$ cat config.mk
export PLATFORM = sky130hd
export DESIGN_NAME = uart_tx_port
export DESIGN_NICKNAME = d
export VERILOG_FILES = /design/src/rtl/uart_tx_port_pkg.sv /design/src/rtl/uart_tx_port_byte_fifo.sv /design/src/rtl/uart_tx_port.sv
export SDC_FILE = /design/constraint.sdc
export NUM_CORES = 1
export LEC_CHECK = 0
export CORE_MARGIN = 2
export CORE_UTILIZATION = 57
export CTS_BUF_LIST = sky130_fd_sc_hd__clkbuf_2 sky130_fd_sc_hd__clkbuf_4 sky130_fd_sc_hd__clkbuf_8
export CTS_CLUSTER_DIAMETER = 40
export CTS_CLUSTER_SIZE = 8
export DETAILED_ROUTE_END_ITERATION = 8
export GPL_ROUTABILITY_DRIVEN = 0
export PLACE_DENSITY = 0.83
export SKIP_CTS_REPAIR_TIMING = 1
export SYNTH_ARGS = -nofsm -noshare
export SYNTH_HDL_FRONTEND = slang
export SYNTH_SLANG_ARGS = --single-unit
$ cat constraint.sdc
create_clock -name clock -period 3.4 [get_ports clock]
set_clock_uncertainty 0.05 [all_clocks]
set_input_delay 0.51 -clock clock [delete_from_list [all_inputs] [get_ports clock]]
set_output_delay 0.51 -clock clock [all_outputs]
set_load 0.01 [all_outputs]
$ cat src/rtl/uart_tx_port_pkg.sv
// uart_tx_port_pkg: register offsets, STATUS bit positions and serialiser states
package uart_tx_port_pkg;
  localparam int UART_TXDATA = 0;
  localparam int UART_STATUS = 4;
  localparam int ST_FULL = 0;
  localparam int ST_EMPTY = 1;
  localparam int ST_ACTIVE = 2;
  localparam int ST_OVF = 3;
  localparam int ST_COUNT = 8;
  typedef enum logic [1:0] {IDLE, START, DATA, STOP} uart_state_t;
endpackage

$ cat src/rtl/uart_tx_port_byte_fifo.sv
// byte_fifo: power-of-2 byte FIFO with combinational head and occupancy count
module byte_fifo #(
  parameter int DEPTH = 16
) (
  input  logic                     clock,
  input  logic                     nreset,
  input  logic                     push,
  input  logic                     pop,
  input  logic [7:0]               din,
  output logic [7:0]               dout,
  output logic                     full,
  output logic                     empty,
  output logic [$clog2(DEPTH):0]   count
);
  localparam int AW = $clog2(DEPTH);
  localparam int CW = AW + 1;
  logic [7:0]    mem_q [DEPTH];
  logic [AW-1:0] wr_q, rd_q;
  logic [CW-1:0] cnt_q;
  logic          wr_en, rd_en;
  assign full  = cnt_q == CW'(DEPTH);
  assign empty = cnt_q == '0;
  assign rd_en = pop && !empty;
  assign wr_en = push && (!full || rd_en);
  assign dout  = mem_q[rd_q];
  assign count = cnt_q;
  // storage needs no reset: only slots behind valid pointers are ever read
  always_ff @(posedge clock)
    if (wr_en) mem_q[wr_q] <= din;
  // pointers wrap naturally at DEPTH; push+pop leaves the count unchanged
  always_ff @(posedge clock or negedge nreset)
    if (!nreset) begin
      wr_q  <= '0;
      rd_q  <= '0;
      cnt_q <= '0;
    end else begin
      if (wr_en) wr_q <= wr_q + 1'b1;
      if (rd_en) rd_q <= rd_q + 1'b1;
      cnt_q <= cnt_q + CW'(wr_en) - CW'(rd_en);
    end
endmodule

$ cat src/rtl/uart_tx_port.sv
// uart_tx_port: memory-mapped 8N1 UART transmitter fed by a byte FIFO
module uart_tx_port
  import uart_tx_port_pkg::*;
#(
  parameter int               WIDTH     = 32,
  parameter int               CLK_RATE  = 6_250_000,
  parameter int               BAUD      = 115_200,
  parameter int               DEPTH     = 16,
  parameter logic [WIDTH-1:0] BASE_ADDR = 32'h0006_1A80
) (
  input  logic             clock,
  input  logic             nreset,
  input  logic [WIDTH-1:0] address,
  input  logic [WIDTH-1:0] wdata,
  input  logic             enw,
  output logic [WIDTH-1:0] rdata,
  output logic             sel,
  output logic             txd,
  output logic             busy
);
  localparam int DIV = CLK_RATE / BAUD;
  localparam int BW = $clog2(DIV);
  localparam int CW = $clog2(DEPTH) + 1;
  localparam logic [BW-1:0] LAST = BW'(DIV - 1);
  localparam logic [WIDTH-1:0] TX_ADDR = BASE_ADDR + WIDTH'(UART_TXDATA);
  localparam logic [WIDTH-1:0] ST_ADDR = BASE_ADDR + WIDTH'(UART_STATUS);
  uart_state_t   state_q, state_d;
  logic [BW-1:0] baud_q, baud_d;
  logic [2:0]    bit_q, bit_d;
  logic [7:0]    shift_q, shift_d;
  logic          txd_q, busy_q, ovf_q;
  logic          hit_tx, hit_st, push, pop, clr, full, empty, wrap;
  logic [7:0]    dout;
  logic [CW-1:0] count;
  logic          unused_bits;
  assign hit_tx = address[WIDTH-1:2] == TX_ADDR[WIDTH-1:2];
  assign hit_st = address[WIDTH-1:2] == ST_ADDR[WIDTH-1:2];
  assign sel    = hit_tx || hit_st;
  assign push   = enw && hit_tx;
  assign clr    = enw && hit_st && wdata[ST_OVF];
  assign wrap   = baud_q == LAST;
  assign txd    = txd_q;
  assign busy   = busy_q;
  assign unused_bits = ^{wdata[WIDTH-1:8], address[1:0]};
  byte_fifo #(.DEPTH(DEPTH)) u_fifo (
    .clock (clock),
    .nreset(nreset),
    .push  (push),
    .pop   (pop),
    .din   (wdata[7:0]),
    .dout  (dout),
    .full  (full),
    .empty (empty),
    .count (count)
  );
  // STATUS readback; TXDATA and unmapped addresses read as zero
  always_comb begin
    rdata = '0;
    if (hit_st) begin
      rdata[ST_FULL]       = full;
      rdata[ST_EMPTY]      = empty;
      rdata[ST_ACTIVE]     = state_q != IDLE;
      rdata[ST_OVF]        = ovf_q;
      rdata[ST_COUNT +: 8] = 8'(count);
    end
  end
  // serialiser next state: every line bit is held for DIV cycles
  always_comb begin
    state_d = state_q;
    baud_d  = wrap ? '0 : baud_q + 1'b1;
    bit_d   = bit_q;
    shift_d = shift_q;
    pop     = 1'b0;
    case (state_q)
      IDLE: begin
        baud_d = '0;
        if (!empty) begin
          pop     = 1'b1;
          shift_d = dout;
          state_d = START;
        end
      end
      START: if (wrap) begin
        bit_d   = '0;
        state_d = DATA;
      end
      DATA: if (wrap) begin
        shift_d = shift_q >> 1;
        bit_d   = bit_q + 1'b1;
        state_d = bit_q == 3'd7 ? STOP : DATA;
      end
      STOP: if (wrap) state_d = IDLE;
      default: state_d = IDLE;
    endcase
  end
  // registered line output and busy lag the FSM by one cycle so they stay glitch-free and aligned
  always_ff @(posedge clock or negedge nreset)
    if (!nreset) begin
      state_q <= IDLE;
      baud_q  <= '0;
      bit_q   <= '0;
      shift_q <= '0;
      txd_q   <= 1'b1;
      busy_q  <= 1'b0;
      ovf_q   <= 1'b0;
    end else begin
      state_q <= state_d;
      baud_q  <= baud_d;
      bit_q   <= bit_d;
      shift_q <= shift_d;
      txd_q   <= state_q == START ? 1'b0 : state_q == DATA ? shift_q[0] : 1'b1;
      busy_q  <= state_q != IDLE || !empty;
      ovf_q   <= (push && full && !pop) ? 1'b1 : clr ? 1'b0 : ovf_q;
    end
endmodule

; ---- Word level (Yosys, flattened, before mapping)
; Memory sizes are Yosys's and may differ from the RTL's.
; Index checks and enable logic that the tools add are counted.
[totals]
register_bits = 35
ram_bits = 128
inputBits = 67
out_inout_bits = 35
word_cells = 75
n_memories = 1
[op_classes]
add_sub_neg = 6
eq_ne = 12
n_mux = 24
reduce_logical = 22
[memory_table]
columns = memory, depth, width, rd, rd_clocked_by_memory_dff, wr, line
row1 = u_fifo.mem_q, 16, 8, 1, 0, 1, uart_tx_port_byte_fifo.sv:17  ; logic [7:0] mem_q [DEPTH];
[op_table]
columns = cell, n
row1 = "30-bit by 17-bit equality test with 1-bit output, second input constant", 2
row2 = 8-bit two-way mux, 2
row3 = 8-bit one-hot mux with 2 select lines, 1
row4 = 6-bit two-way mux, 2
row5 = 1-bit two-way mux, 9
row6 = "4-bit by 1-bit adder with 4-bit output, second input constant", 2
row7 = 2-bit two-way mux, 4
row8 = "2-bit != test, second input constant", 4
row9 = 2-bit one-hot mux with 4 select lines, 1
row10 = 2-bit nonzero test, 4
row11 = 1-bit logical AND, 7
row12 = "6-bit by 1-bit adder with 6-bit output, second input constant", 1
row13 = "6-bit equality test, second input constant", 1
row14 = 3-bit two-way mux, 2
row15 = 3-bit one-hot mux with 2 select lines, 1
row16 = 3-bit AND reduction, 2
row17 = 5-bit by 1-bit adder with 5-bit output, 1
row18 = "5-bit equality test, second input constant", 1
row19 = 5-bit zero test, 1
row20 = 5-bit two-way mux, 1
row21 = 5-bit by 1-bit subtractor with 5-bit output, 1
row22 = "2-bit equality test, second input constant", 2
row23 = 4-bit two-way mux, 1
row24 = 4-bit AND reduction, 1
row25 = 6 further kinds, 10

; ---- Longest topological paths before layout
; Gate-level depths: netlist of run 1.
[logic_depth]
ltp_word = 8
mapped_depth = 13
mapped_depth_nobuf = 12

; ---- Cells and area by module
; A second synthesis of run 1 with hierarchy kept.
[hier_totals]
cells_unflattened = 460
hier_area_um2 = 7277.0
[by_module_without_submodules]
columns = mod, instances, cells_per_inst, area_each_um2, seq_area_each_um2
row1 = byte_fifo, 1, 319, 5821.8, 4169.0
row2 = uart_tx_port, 1, 141, 1455.1, 551.8

; ---- Worst setup path before layout of run 1
; OpenSTA, ideal clock, no wires.
[synth_timing]
path_type = register -> register
from = reg u_fifo.cnt_q[3] (netlist: u_fifo.count[3])
to = reg u_fifo.cnt_q[4] (netlist: u_fifo.count[4])
setup_time_ns = 0.123
t_arrival_ns = 2.657
required_ns = 3.227
path_slack_ns = 0.570
stages_incl_launch_ff = 14
path_buffers = 1
period_less_slack_ns = 2.830
cell_sequence = dfrtp_1 inv_1 ha_1 or3b_2 o21a_1 nand4_4 buf_4 inv_1 ha_1 fa_1 a21oi_1 nor2_1 nor2_1 xnor2_1
[synth_via]
elab_chain_cells = 8
elab_cells_between_ends = 11
cone_classes = add/sub: 2 / eq/ne: 1 / mux: 2 / reduce/logical: 6
[synth_lines]
columns = element, line
row1 = start: declaration, uart_tx_port_byte_fifo.sv:19  ; logic [CW-1:0] cnt_q;
row2 = start signal: assignment, uart_tx_port_byte_fifo.sv:39  ; cnt_q <= cnt_q + CW'(wr_en) - CW'(rd_en);
row3 = 5-bit zero test, uart_tx_port_byte_fifo.sv:22  ; assign empty = cnt_q == '0;
row4 = 1-bit two-way mux, uart_tx_port.sv:77  ; if (!empty) begin
row5 = 1-bit two-way mux, uart_tx_port.sv:74  ; case (state_q)
row6 = 1-bit logical AND, uart_tx_port_byte_fifo.sv:23  ; assign rd_en = pop && !empty;
row7 = 1-bit logical OR *, uart_tx_port_byte_fifo.sv:24  ; assign wr_en = push && (!full || rd_en);
row8 = 1-bit logical AND *, uart_tx_port_byte_fifo.sv:24
row9 = named net u_fifo.wr_en, uart_tx_port_byte_fifo.sv:20  ; logic wr_en, rd_en;
row10 = 5-bit by 1-bit adder with 5-bit output *, uart_tx_port_byte_fifo.sv:39
row11 = 5-bit by 1-bit subtractor with 5-bit output *, uart_tx_port_byte_fifo.sv:39
; The timed path passes the listed nets; every way through them passes the cells marked *.
; A chain may end at the register's enable or synchronous reset.

; ---- Final worst setup path of run 1
[layout_timing]
from = in address[30]
to = out rdata[0]
[layout_via]
elab_chain_cells = 2
[layout_lines]
columns = element, line
row1 = start: declaration, uart_tx_port.sv:13  ; input logic [WIDTH-1:0] address,
row2 = 30-bit by 17-bit equality test with 1-bit output, uart_tx_port.sv:37  ; assign hit_st = address[WIDTH-1:2] == ST_ADDR[WIDTH-1:2];
row3 = 4-bit two-way mux, uart_tx_port.sv:59  ; if (hit_st) begin
row4 = end: declaration, uart_tx_port.sv:16  ; output logic [WIDTH-1:0] rdata,
; No other way between the ends.

==> results of run 1 <==
[per-layer routing]
layer	wire length, microns	global-route usage (%)	vias to the layer above
li1	-	-	1823
met1	5533	29.99	2026
met2	7304	37.26	184
met3	961	4.840	19
met4	204	8.314	0
met5	0	0	-
[cell usage after synthesis, drive strengths merged, types with 3 or more instances]
cell / number / share of area [%]
mux4: 32 / 10
nor4: 25 / 2.9
nand3: 4 / 0.28
nor2b: 5 / 0.43
nor4b: 4 / 0.83
xor2: 5 / 0.60
mux2: 6 / 0.93
inv: 22 / 1.1
edfxtp: 128 / 53
and2: 5 / 0.43
ha: 20 / 3.5
o21ai: 7 / 0.48
nand2: 10 / 0.52
clkinv: 3 / 0.16
a22o: 16 / 1.9
o211ai: 3 / 0.31
nor2: 16 / 0.83
a31oi: 7 / 0.60
a21oi: 12 / 0.83
buf: 33 / 3.6
clkbuf: 7 / 0.36
nand4: 6 / 0.72
xnor2: 9 / 1.1
dfrtp: 34 / 12
[report_power, final]
group | leakage, nW | internal, mW | total (mW) | switching [mW]
Sequential | 1.56 | 2.15 | 2.15 | 0.0000652
Combinational | 1.20 | 0.0429 | 0.0955 | 0.0526
Clock | 0.210 | 0.734 | 1.45 | 0.712
Total | 2.97 | 2.93 | 3.69 | 0.765
[how the worst min path moves through the flow]
stage / slack [ns] / to
floorplan: 0.16 / baud_q[0]
global placement: 0.42 / baud_q[0]
detailed placement: 0.44 / txd
CTS: 0.10 / u_fifo.wr_q[0]
global route: 0.14 / u_fifo.wr_q[0]
finish: 0.09 / u_fifo.wr_q[1]
[per-stage QoR]
stage          instance area [sq um]  instances  worst slack (ns)
2_1_floorplan                   7332        462            0.5705
3_3_place_gp                    7958        668            0.4402
3_5_place_dp                    7958        668            0.3356
4_1_cts                         8372        700            0.3327
5_1_grt                         8372        700            0.1567
6_report                        8372        700            0.2954
[sequential cells by signal, indices dropped and copies added (netlist names)]
| name | count |
|---|---|
| bit_q | 3 |
| txd | 1 |
| u_fifo.count | 5 |
| shift_q | 8 |
| u_fifo.rd_q | 4 |
| u_fifo.wr_q | 4 |
| ovf_q | 1 |
| state_q | 2 |
| baud_q | 6 |
| busy | 1 |
| u_fifo.mem_q | 128 |
[worst max-delay path: stages]
cell and delay, ns:
clkdlybuf4s50_1 0.41, nor4_1 0.38, and4_1 0.37, nand4_1 0.17, nor2_1 0.12, clkdlybuf4s50_1 0.58
[kinds of logic after synthesis]
family | after synthesis | share of synthesized area [%]
buffers and inverters | 65 | 5.212
DFF | 163 | 65.12
xor gates and xnor gates | 14 | 1.691
AOI/OAI and AO/OA | 52 | 4.953
and+or+nand+nor | 85 | 8.026
muxes | 39 | 11.22
adders and majority gates | 21 | 3.728
other | 1 | 0.05173
[area by class of cell]
cell class,instances,area (sq um)
Sequential cell,163,4722
Fill cell,830,4145
Multi-Input combinational cell,234,2233
Timing Repair Buffer,74,693.2
Clock buffer,17,234.0
Tap cell,172,215.2
Clock inverter,15,180.2
Inverter,25,93.84
==> parameters.txt, run 1 <==
Parameter                              Value

Global route
  Number of antenna violations at the first check in global routing ... 0
  Overflow left after global routing ... 0
  Largest net degree at the start of global routing ... 36
  Wire length of the first global-routing pass ... 22.00 mm
  Number of global-route vias before repair ... 4046
  Global-route usage over all layers ... 22.55%

Logic synthesis
  Number of enable flip-flop cells after synthesis ... 128
  Synthesized netlist cell count ... 440
  Most used flip-flop cell after synthesis ... edfxtp_1
  Number of synthesized register bits ... 163
  Proportion of synthesized chip area in sequential cells ... 65.12%
  Post-synth design cell area ... 7249 sq um
  Average size of a mapped cell ... 16.48 sq um
  FFs w/ async S/R, synth ... 21.47%
  Distinct cell type count after synthesis ... 51
  Syn. warnings ... 0

Clock tree
  Number of buffers created by CTS ... 17
  Clock tree from TritonCTS ... done
  CTS H-Tree Depth ... 4
  Cell at the root of the clock tree ... clkbuf_8
  Sinks on Clock Net ... 163
  Clock input transition at the sequential cells of the worst setup and hold paths ... 0.08 ns
  Max Root-Sink Buffers ... 2
  Insertion delay to the later sink of the worst-skew pair ... 0.45 ns

Outcome
  Run status ... finished clean

STA
  Slew Viols, Final ... 0
  Final-report hold violation count ... 0
  Setup repair after global routing missed its margin ... false
  Period Utilization, post-route ... 91.31%
  Final setup fails ... 0
  Worst rel slew slack ... 45.75%
  Final total negative setup slack ... 0 ns
  Max Freq ... 0.3221 GHz
  Slew of the pin with the lowest slew margin ... 0.8138 ns
  Worst-case hold slack ... 0.08992 ns
  Minimum clock period ... 3.105 ns

Drt
  Post-Route WL ... 14.00 mm
  ANT nets after route ... 0
  Wire length per cell ... 20.01 microns
  Avg Vias per Cell ... 5.789
  DRC errors left ... 0
  DRC violation total after the first TritonRoute iteration ... 364
  DR vias ... 4052
  Number of detailed-route iterations in the first pass ... 5

Floorplan
  Vert. Die Dim ... 116.8 microns
  I/O pin count ... 102
  Row Count ... 41
  Die extent in x ... 116.8 microns
  Starting Density ... 57.92%
  Area enclosed by the die boundary ... 13640 sq um
  Core Box Area ... 12520 sq um

Power and ir drop
  Worst VDD drop ... 0.0004914 V
  Power density relative to cell area ... 440.9 nW/um^2
  Final total power ... 3.691 mW
  Leak ... 2.972 nW

Critical path
  End point of the critical path ... rdata[0]
  Worst path required time ... 2.84 ns
  Beginning of the worst register-to-register path ... u_fifo.count[3]
  Critical Path AT ... 2.54 ns
  Nature of the critical path startpoint ... input port
  Nature of the critical path endpoint ... primary output
  Category of the most critical setup path ... input port to primary output
  Largest driver fanout on the critical path ... 3
  Start point of the critical path ... address[30]
  Slack of the worst reg-to-reg path ... 0.63 ns
  Depth of the most critical reg-to-reg path ... 12
  Capture instance of the worst register-to-register path ... u_fifo.count[4]

Finish
  Count of inserted antenna diode cells ... 0
  Layout cell share with drive strength beyond 1 ... 19.89%
  Core Util, Final ... 66.88%
  Most used cells in the layout excluding fill and tap cells ... edfxtp_1, clkdlybuf4s50_1, dfrtp_1, mux4_2, conb_1
  Growth of design area from synthesis to finish ... 15.48%
  Commonest non-fill, non-tap cell in the layout ... edfxtp_1
  Nets ... 603

Hold path
  Path category of the worst min-delay check ... input port to asynchronous set/reset pin

Flow run
  # Max-Cap Violations ... 0

Place
  Placed wire-length estimate ... 9.254 mm
  Buffers on Ports ... 52
Power figures use the tool's default switching activity.
==> inputs of run 2 (changes only) <==
--- a/config.mk
+++ b/config.mk
@@ -5,8 +5,9 @@
 export SDC_FILE = /design/constraint.sdc
 export NUM_CORES = 1
 export LEC_CHECK = 0
+export ABC_AREA = 1
 export CORE_MARGIN = 2
-export CORE_UTILIZATION = 57
+export CORE_UTILIZATION = 58
 export CTS_BUF_LIST = sky130_fd_sc_hd__clkbuf_2 sky130_fd_sc_hd__clkbuf_4 sky130_fd_sc_hd__clkbuf_8
 export CTS_CLUSTER_DIAMETER = 40
 export CTS_CLUSTER_SIZE = 8
@@ -16,4 +17,5 @@
 export SKIP_CTS_REPAIR_TIMING = 1
 export SYNTH_ARGS = -nofsm -noshare
 export SYNTH_HDL_FRONTEND = slang
+export SYNTH_HIERARCHICAL = 1
 export SYNTH_SLANG_ARGS = --single-unit
==> constraint.sdc (replaced) <==
create_clock -name clock -period 3.4 [get_ports clock]
set_clock_uncertainty 0.05 [all_clocks]
set_input_delay 0.34 -clock clock [delete_from_list [all_inputs] [get_ports clock]]
set_output_delay 0.34 -clock clock [all_outputs]
set_load 0.01 [all_outputs]
==> parameters.txt, run 2 <==
Parameter                              Value

Floorplan
  Starting Density ... 59.88% (was 57.92%)
  Row Count ... 42 (was 41)
  Area enclosed by the die boundary ... 14740 sq um (was 13640 sq um)
  Die extent in x ... 121.4 microns (was 116.8 microns)
  Vert. Die Dim ... 121.4 microns (was 116.8 microns)
  Core Box Area ... 13350 sq um (was 12520 sq um)
  I/O pin count ... 102 (unchanged)

STA
  Worst rel slew slack ... 38.64% (was 45.75%)
  Worst setup margin ... 0.5555 ns (was 0.2954 ns)
  Setup repair after global routing missed its margin ... false (unchanged)
  Final setup fails ... 0 (unchanged)
  Slew Viols, Final ... 0 (unchanged)
  Period Utilization, post-route ... 83.66% (was 91.31%)
  Minimum clock period ... 2.844 ns (was 3.105 ns)
  Slew of the pin with the lowest slew margin ... 0.9191 ns (was 0.8138 ns)
  Worst-case hold slack ... 0.4268 ns (was 0.08992 ns)
  Max Freq ... 0.3516 GHz (was 0.3221 GHz)
  Final-report hold violation count ... 0 (unchanged)
  Final total negative setup slack ... 0 ns (unchanged)

Logic synthesis
  Compound-cell area share of the yosys netlist ... 0.7358% (was 4.953%)
  Leading post-synthesis cells by instance count ... nand2_1, edfxtp_1, nor2_1 (was edfxtp_1, dfrtp_1, mux4_2)
  Post-Synth Simple-Gate Area ... 26.17% (was 8.026%)
  Share of synthesized area spent on multiplexers ... 0% (was 11.22%)
  Most used flip-flop cell after synthesis ... edfxtp_1 (unchanged)
  Proportion of synthesized chip area in sequential cells ... 59.06% (was 65.12%)
  Largest cells by area after synthesis ... edfxtp_1, nand2_1, dfrtp_1, nor2_1, inv_1 (was edfxtp_1, dfrtp_1, mux4_2, ha_1, buf_4)
  Synthesized netlist cell count ... 875 (was 440)
  Largest family of logic cells by synthesized area ... simple AND/OR/NAND/NOR gates (was multiplexers)
  Cell type with the highest aggregate area in the netlist ... edfxtp_1 (unchanged)
  FFs w/ async S/R, synth ... 21.47% (unchanged)
  Distinct cell type count after synthesis ... 30 (was 51)
  Number of synthesized register bits ... 163 (unchanged)
  Average size of a mapped cell ... 9.134 sq um (was 16.48 sq um)
  Post-synth design cell area ... 7993 sq um (was 7249 sq um)
  Post-Synth XOR/XNOR Area ... 1.315% (was 1.691%)
  Post-Synth Adder-Cell Area ... 3.381% (was 3.728%)
  Area fraction of the dominant cell type after synthesis ... 48.09% (was 53.02%)
  Dominant cell by count in the synthesized netlist ... nand2_1 (was edfxtp_1)
  Number of enable flip-flop cells after synthesis ... 128 (unchanged)
  Syn. warnings ... 6 (was 0)

Critical path
  Nature of the critical path startpoint ... flop (was input port)
  Depth of the critical timing path with buffers and inverters included ... 14 (was 6)
  Critical path's slowest cell ... dfrtp_1 (was clkdlybuf4s50_1)
  Category of cells accounting for the largest share of critical-path delay ... adder cells (was simple AND/OR/NAND/NOR gates)
  Critical Path AT ... 3.14 ns (was 2.54 ns)
  Category of the most critical setup path ... flop to flop (was input port to primary output)
  Capture instance of the worst register-to-register path ... u_fifo/count[4] (was u_fifo.count[4])
  Slack of the worst reg-to-reg path ... 0.56 ns (was 0.63 ns)
  Depth of the most critical reg-to-reg path ... 14 (was 12)
  Delay of the slowest cell on the worst path ... 0.42 ns (was 0.58 ns)
  Buf+Inv Stages, Crit Path ... 4 (was 2)
  Nature of the critical path endpoint ... flop (was primary output)
  Worst path required time ... 3.69 ns (was 2.84 ns)
  Ordered list of cells on the worst path ... inv_1 > ha_1 > inv_1 > nor2_1 > inv_1 > nand2_1 > nand2_1 > ha_1 > inv_1 > ha_1 > fa_1 > nand3_1 > nand2_1 > xor2_1 (was clkdlybuf4s50_1 > nor4_1 > and4_1 > nand4_1 > nor2_1 > clkdlybuf4s50_1)
  CP most frequent cell ... inv_1 (was clkdlybuf4s50_1)
  Largest driver fanout on the critical path ... 5 (was 3)
  Beginning of the worst register-to-register path ... state_q[0] (was u_fifo.count[3])

Clock tree
  Clock tree from TritonCTS ... done (unchanged)
  Clock input transition at the sequential cells of the worst setup and hold paths ... 0.08 ns (about the same)
  Insertion delay to the later sink of the worst-skew pair ... 0.45 ns (about the same)
  Number of buffers created by CTS ... 17 (unchanged)
  Max Root-Sink Buffers ... 2 (unchanged)
  CTS H-Tree Depth ... 4 (unchanged)
  Cell at the root of the clock tree ... clkbuf_8 (unchanged)
  Sinks on Clock Net ... 163 (unchanged)

Drt
  Post-Route WL ... 16.14 mm (was 14.00 mm)
  Wire length per cell ... 14.40 microns (was 20.01 microns)
  ANT nets after route ... 0 (unchanged)
  DRC violation total after the first TritonRoute iteration ... 617 (was 364)
  DR vias ... 5687 (was 4052)
  Avg Vias per Cell ... 5.073 (was 5.789)
  Number of detailed-route iterations in the first pass ... 6 (was 5)
  DRC errors left ... 0 (unchanged)

Finish
  Layout cell share with drive strength beyond 1 ... 6.455% (was 19.89%)
  Commonest non-fill, non-tap cell in the layout ... nand2_1 (was edfxtp_1)
  Final Non-Filler Cells ... 1121 (was 700)
  Fillcell total ... 1050 (was 830)
  Core Util, Final ... 66.79% (was 66.88%)
  Most used cells in the layout excluding fill and tap cells ... nand2_1, edfxtp_1, nor2_1, inv_1, nand3_1 (was edfxtp_1, clkdlybuf4s50_1, dfrtp_1, mux4_2, conb_1)
  Largest regs ... u_fifo/mem_q x128, shift_q x8, baud_q x6 (was u_fifo.mem_q x128, shift_q x8, baud_q x6)
  Register name with the most flops ... u_fifo/mem_q (was u_fifo.mem_q)
  Count of inserted antenna diode cells ... 0 (unchanged)
  Nets ... 1021 (was 603)
  Finished Cell Area ... 8915 sq um (was 8372 sq um)
  Largest register FFs ... 128 (unchanged)
  Growth of design area from synthesis to finish ... 11.54% (was 15.48%)

Place
  Buffers on Ports ... 52 (unchanged)
  Placed insts ... 1089 (was 668)
  Instance area after placement ... 8581 sq um (was 7958 sq um)
  Placed wire-length estimate ... 10.43 mm (was 9.254 mm)
  Worst slack after detailed placement ... 0.3021 ns (was 0.3356 ns)

Global route
  Number of global-route vias before repair ... 5261 (was 4046)
  Wire length of the first global-routing pass ... 25.74 mm (was 22.00 mm)
  Number of antenna violations at the first check in global routing ... 0 (unchanged)
  Overflow left after global routing ... 0 (unchanged)
  Global-route usage over all layers ... 23.13% (was 22.55%)
  Largest net degree at the start of global routing ... 82 (was 36)

Power and ir drop
  Final total power ... 3.453 mW (was 3.691 mW)
  Power density relative to cell area ... 387.3 nW/um^2 (was 440.9 nW/um^2)
  Leak ... 3.977 nW (was 2.972 nW)
  Worst VDD drop ... 0.0003946 V (was 0.0004914 V)

Hold path
  Hold Startpoint ... shift_q[3]
  Path category of the worst min-delay check ... flop to flop (was input port to asynchronous set/reset pin)
  Min-Delay Endpoint ... shift_q[3]
  Worst hold path cell count ... 2

Flow run
  # Max-Cap Violations ... 0 (unchanged)

Outcome
  Run status ... finished clean (unchanged)
run 2: cell count changes in the layout (fill, tap and decap cells not counted), moves of 10 or more:
| cell | previous run | this run |
|---|---|---|
| a21oi_1 | 12 | 2 |
| nand2_1 | 10 | 313 |
| nand3_1 | 4 | 60 |
| nor2_1 | 16 | 118 |
| a22o_1 | 16 | 0 |
| mux4_2 | 28 | 0 |
| nor4_1 | 16 | 0 |
| inv_1 | 22 | 100 |
run 2: where the power goes:
group | internal, mW | leakage, nW | total, mW | switching, mW
clock | 0.494 | 0.158 | 1.20 | 0.702
combinational | 0.0461 | 2.24 | 0.108 | 0.0615
sequential | 2.15 | 1.58 | 2.15 | 0.0000320
run 2: how the worst max path moves through the flow:
stage	startpoint	to	slack, ns
floorplan	u_fifo/count[2]	u_fifo/count[4]	0.73
global placement	address[31]	u_fifo/count[4]	0.43
detailed placement	address[29]	u_fifo/count[4]	0.30
CTS	state_q[0]	u_fifo/count[4]	0.57
global route	state_q[0]	u_fifo/count[4]	0.30
finish	state_q[0]	u_fifo/count[4]	0.56
run 2: layout make-up:
class	count	area (sq um)	share of cell area, %
flip-flops and latches	163	4722	52.97
multi-input cells	577	2613	29.31
clock buffers	17	234.0	2.625
clock inverters	14	90.09	1.011
inverters	106	397.9	4.463
repair buffers	68	638.1	7.158
well taps	176	220.2	2.470
run 2: metal layers:
metal | up-vias | GRT usage [%] | share of wire (%)
li1 | 2821 | - | -
met1 | 2593 | 31.19 | 40
met2 | 239 | 36.73 | 49
met3 | 34 | 4.652 | 7.9
met4 | 0 | 9.914 | 2.9
met5 | - | 0 | 0
run 2: cells by family after synthesis:
| family | Yosys count |
|---|---|
| AO/OA/AOI/OAI | 10 |
| flip-flops | 163 |
| other | 1 |
| buffers and inverters | 157 |
| adder cells (fa/ha/maj) | 21 |
| XOR/XNOR | 12 |
| AND/OR/NAND/NOR | 511 |
run 2: tightest hold or removal path, delay by kind of cell (launching register included):
family | cells | cell delay [ns]
flip-flops | 1 | 0.35
AND/OR/NAND/NOR | 2 | 0.10
==> inputs of run 3 (changes only) <==
--- a/config.mk
+++ b/config.mk
@@ -7,13 +7,13 @@
 export LEC_CHECK = 0
 export ABC_AREA = 1
 export CORE_MARGIN = 2
-export CORE_UTILIZATION = 58
+export CORE_UTILIZATION = 52
 export CTS_BUF_LIST = sky130_fd_sc_hd__clkbuf_2 sky130_fd_sc_hd__clkbuf_4 sky130_fd_sc_hd__clkbuf_8
 export CTS_CLUSTER_DIAMETER = 40
 export CTS_CLUSTER_SIZE = 8
 export DETAILED_ROUTE_END_ITERATION = 8
 export GPL_ROUTABILITY_DRIVEN = 0
-export PLACE_DENSITY = 0.83
+export PLACE_DENSITY = 0.79
 export SKIP_CTS_REPAIR_TIMING = 1
 export SYNTH_ARGS = -nofsm -noshare
 export SYNTH_HDL_FRONTEND = slang
==> constraint.sdc (replaced) <==
create_clock -name clock -period 2.47 [get_ports clock]
set_clock_uncertainty 0.05 [all_clocks]
set_input_delay 0.247 -clock clock [delete_from_list [all_inputs] [get_ports clock]]
set_output_delay 0.247 -clock clock [all_outputs]
set_load 0.01 [all_outputs]
==> parameters.txt, run 3 (synthesized netlist as in run 2, its figures left out) <==
Parameter                              Value

Outcome
  Run status ... finished clean (unchanged)

Flow run
  # Max-Cap Violations ... 0 (unchanged)

Drt
  Top metal layer carrying routed signals ... met4 (unchanged)
  Avg Vias per Cell ... 4.989 (was 5.073)
  Number of detailed-route iterations in the first pass ... 6 (unchanged)
  Routed metal-1 wire length ... 7.050 mm (was 6.514 mm)
  Wire length per cell ... 14.51 microns (was 14.40 microns)
  DRC violation total after the first TritonRoute iteration ... 466 (was 617)
  DR vias ... 5772 (was 5687)
  DRC errors left ... 0 (unchanged)
  ANT nets after route ... 0 (unchanged)
  Met3 routed wirelength ... 1.104 mm (was 1.280 mm)
  Met2 wire len ... 8.280 mm (was 7.877 mm)
  Post-Route WL ... 16.79 mm (was 16.14 mm)

Hold path
  Hold Startpoint ... enw (was shift_q[3])
  Path category of the worst min-delay check ... input port to flop (was flop to flop)

Global route
  Largest net degree at the start of global routing ... 66 (was 82)
  Global-route usage over all layers ... 21.52% (was 23.13%)
  Overflow left after global routing ... 0 (unchanged)
  Number of antenna violations at the first check in global routing ... 0 (unchanged)
  Wire length of the first global-routing pass ... 26.78 mm (was 25.74 mm)
  Number of global-route vias before repair ... 5409 (was 5261)

Critical path
  Worst path required time ... 2.76 ns (was 3.69 ns)
  Beginning of the worst register-to-register path ... u_fifo/count[2] (was state_q[0])
  Delay of the slowest cell on the worst path ... 0.39 ns (was 0.42 ns)
  Nature of the critical path startpoint ... flop (unchanged)
  Ordered list of cells on the worst path ... inv_2 > ha_2 > nand4_1 > inv_2 > nor2_4 > inv_2 > nand2_2 > nand2_2 > ha_1 > inv_1 > ha_4 > fa_2 > nand3_2 > nand2_2 > xor2_1 (was inv_1 > ha_1 > inv_1 > nor2_1 > inv_1 > nand2_1 > nand2_1 > ha_1 > inv_1 > ha_1 > fa_1 > nand3_1 > nand2_1 > xor2_1)
  Largest driver fanout on the critical path ... 3 (was 5)
  Category of the most critical setup path ... flop to flop (unchanged)
  Critical Path AT ... 2.67 ns (was 3.14 ns)
  Nature of the critical path endpoint ... flop (unchanged)
  Critical path's slowest cell ... dfrtp_1 (unchanged)
  Start point of the critical path ... u_fifo/count[2] (was state_q[0])

Finish
  Fillcell total ... 1231 (was 1050)
  Layout cell share with drive strength beyond 1 ... 10.84% (was 6.455%)
  Commonest non-fill, non-tap cell in the layout ... nand2_1 (unchanged)
  Largest regs ... u_fifo/mem_q x128, shift_q x8, baud_q x6 (unchanged)
  Nets ... 1044 (was 1021)
  Growth of design area from synthesis to finish ... 15.73% (was 11.54%)
  Largest register FFs ... 128 (unchanged)
  Count of inserted antenna diode cells ... 0 (unchanged)
  Final Non-Filler Cells ... 1157 (was 1121)
  Register name with the most flops ... u_fifo/mem_q (unchanged)
  Most used cells in the layout excluding fill and tap cells ... nand2_1, edfxtp_1, nor2_1, inv_1, nand3_1 (unchanged)

Floorplan
  Core Box Area ... 15090 sq um (was 13350 sq um)
  Vert. Die Dim ... 128.0 microns (was 121.4 microns)
  Starting Density ... 52.97% (was 59.88%)
  Die extent in x ... 128.0 microns (was 121.4 microns)
  Area enclosed by the die boundary ... 16380 sq um (was 14740 sq um)
  I/O pin count ... 102 (unchanged)
  Row Count ... 45 (was 42)

Clock tree
  Number of buffers created by CTS ... 17 (unchanged)
  Clock input transition at the sequential cells of the worst setup and hold paths ... 0.09 ns (was 0.08 ns)
  Clock tree from TritonCTS ... done (unchanged)
  Insertion delay to the later sink of the worst-skew pair ... 0.45 ns (about the same)
  Sinks on Clock Net ... 163 (unchanged)
  Max Root-Sink Buffers ... 2 (unchanged)
  CTS H-Tree Depth ... 4 (unchanged)
  Cell at the root of the clock tree ... clkbuf_8 (unchanged)

STA
  Worst rel slew slack ... 47.30% (was 38.64%)
  Period Utilization, post-route ... 96.26% (was 83.66%)
  Final setup fails ... 0 (unchanged)
  Worst-case hold slack ... 0.3603 ns (was 0.4268 ns)
  Setup repair after global routing missed its margin ... true (was false)
  Max Freq ... 0.4206 GHz (was 0.3516 GHz)
  Minimum clock period ... 2.378 ns (was 2.844 ns)
  Worst setup margin ... 0.09238 ns (was 0.5555 ns)
  Slew Viols, Final ... 0 (unchanged)
  Final-report hold violation count ... 0 (unchanged)
  Slew of the pin with the lowest slew margin ... 0.7905 ns (was 0.9191 ns)

Power and ir drop
  Worst VDD drop ... 0.0005579 V (was 0.0003946 V)
  Power density relative to cell area ... 539.7 nW/um^2 (was 387.3 nW/um^2)
  Final total power ... 4.992 mW (was 3.453 mW)
  Leak ... 4.160 nW (was 3.977 nW)

Place
  Placed insts ... 1118 (was 1089)
  Worst slack after detailed placement ... -0.3490 ns (was 0.3021 ns)
  Buffers on Ports ... 52 (unchanged)
  Placed wire-length estimate ... 10.81 mm (was 10.43 mm)
==> run 3: routing by layer <==
metal  up-vias  global-route usage (%)
li1       2880                       -
met1      2667                   28.97
met2       197                   34.51
met3        28                   4.341
met4         0                   8.856
met5         -                       0
==> run 3: power by group <==
| part | internal [mW] | total [mW] | switching [mW] | leakage, nW |
|---|---|---|---|---|
| logic | 0.0665 | 0.153 | 0.0868 | 2.38 |
| registers | 2.96 | 2.96 | 0.0000418 | 1.58 |
| clock network | 0.872 | 1.88 | 1.01 | 0.197 |
| total | 3.90 | 4.99 | 1.10 | 4.16 |
==> run 3: stage by stage <==
| stage | utilization [%] | TNS, ns | area (sq um) |
|---|---|---|---|
| after floorplan | - | 0 | 8107 |
| after global placement | 58.16 | -0.6298 | 8776 |
| after detailed placement | 58.16 | -1.081 | 8776 |
| after CTS | 60.71 | -0.3832 | 9161 |
| after global routing | 61.30 | -0.04416 | 9250 |
| final | 61.30 | 0 | 9250 |
==> run 3: worst paths after layout <==
kind                                   end  slack, ns  depth (start not counted)
setup / recovery           u_fifo/count[4]       0.09                         15
hold / removal                       ovf_q       0.36                          3
setup reg to reg           u_fifo/count[4]       0.09                         15
hold reg to reg                 shift_q[5]       0.43                          2
max in group asynchronous   u_fifo/rd_q[0]       1.44                          2
min in group asynchronous         bit_q[0]       0.38                          2
==> run 3: final cells by class <==
type | instances | area (sq um) | share of cell area (%)
timing repair buffer | 90 | 830.8 | 8.981
tap | 188 | 235.2 | 2.543
inverter | 106 | 397.9 | 4.301
multi-input combinational | 578 | 2679 | 28.96
sequential | 163 | 4722 | 51.05
clock inverter | 11 | 121.4 | 1.312
clock buffer | 21 | 264.0 | 2.854
==> run 3: critical path: cells and delay by family (launching register included) <==
family	cells	cell delay [ns]
XOR/XNOR	1	0.14
adder cells (fa/ha/maj)	4	0.97
buffers and inverters	4	0.23
flip-flops	1	0.39
AND/OR/NAND/NOR	6	0.49
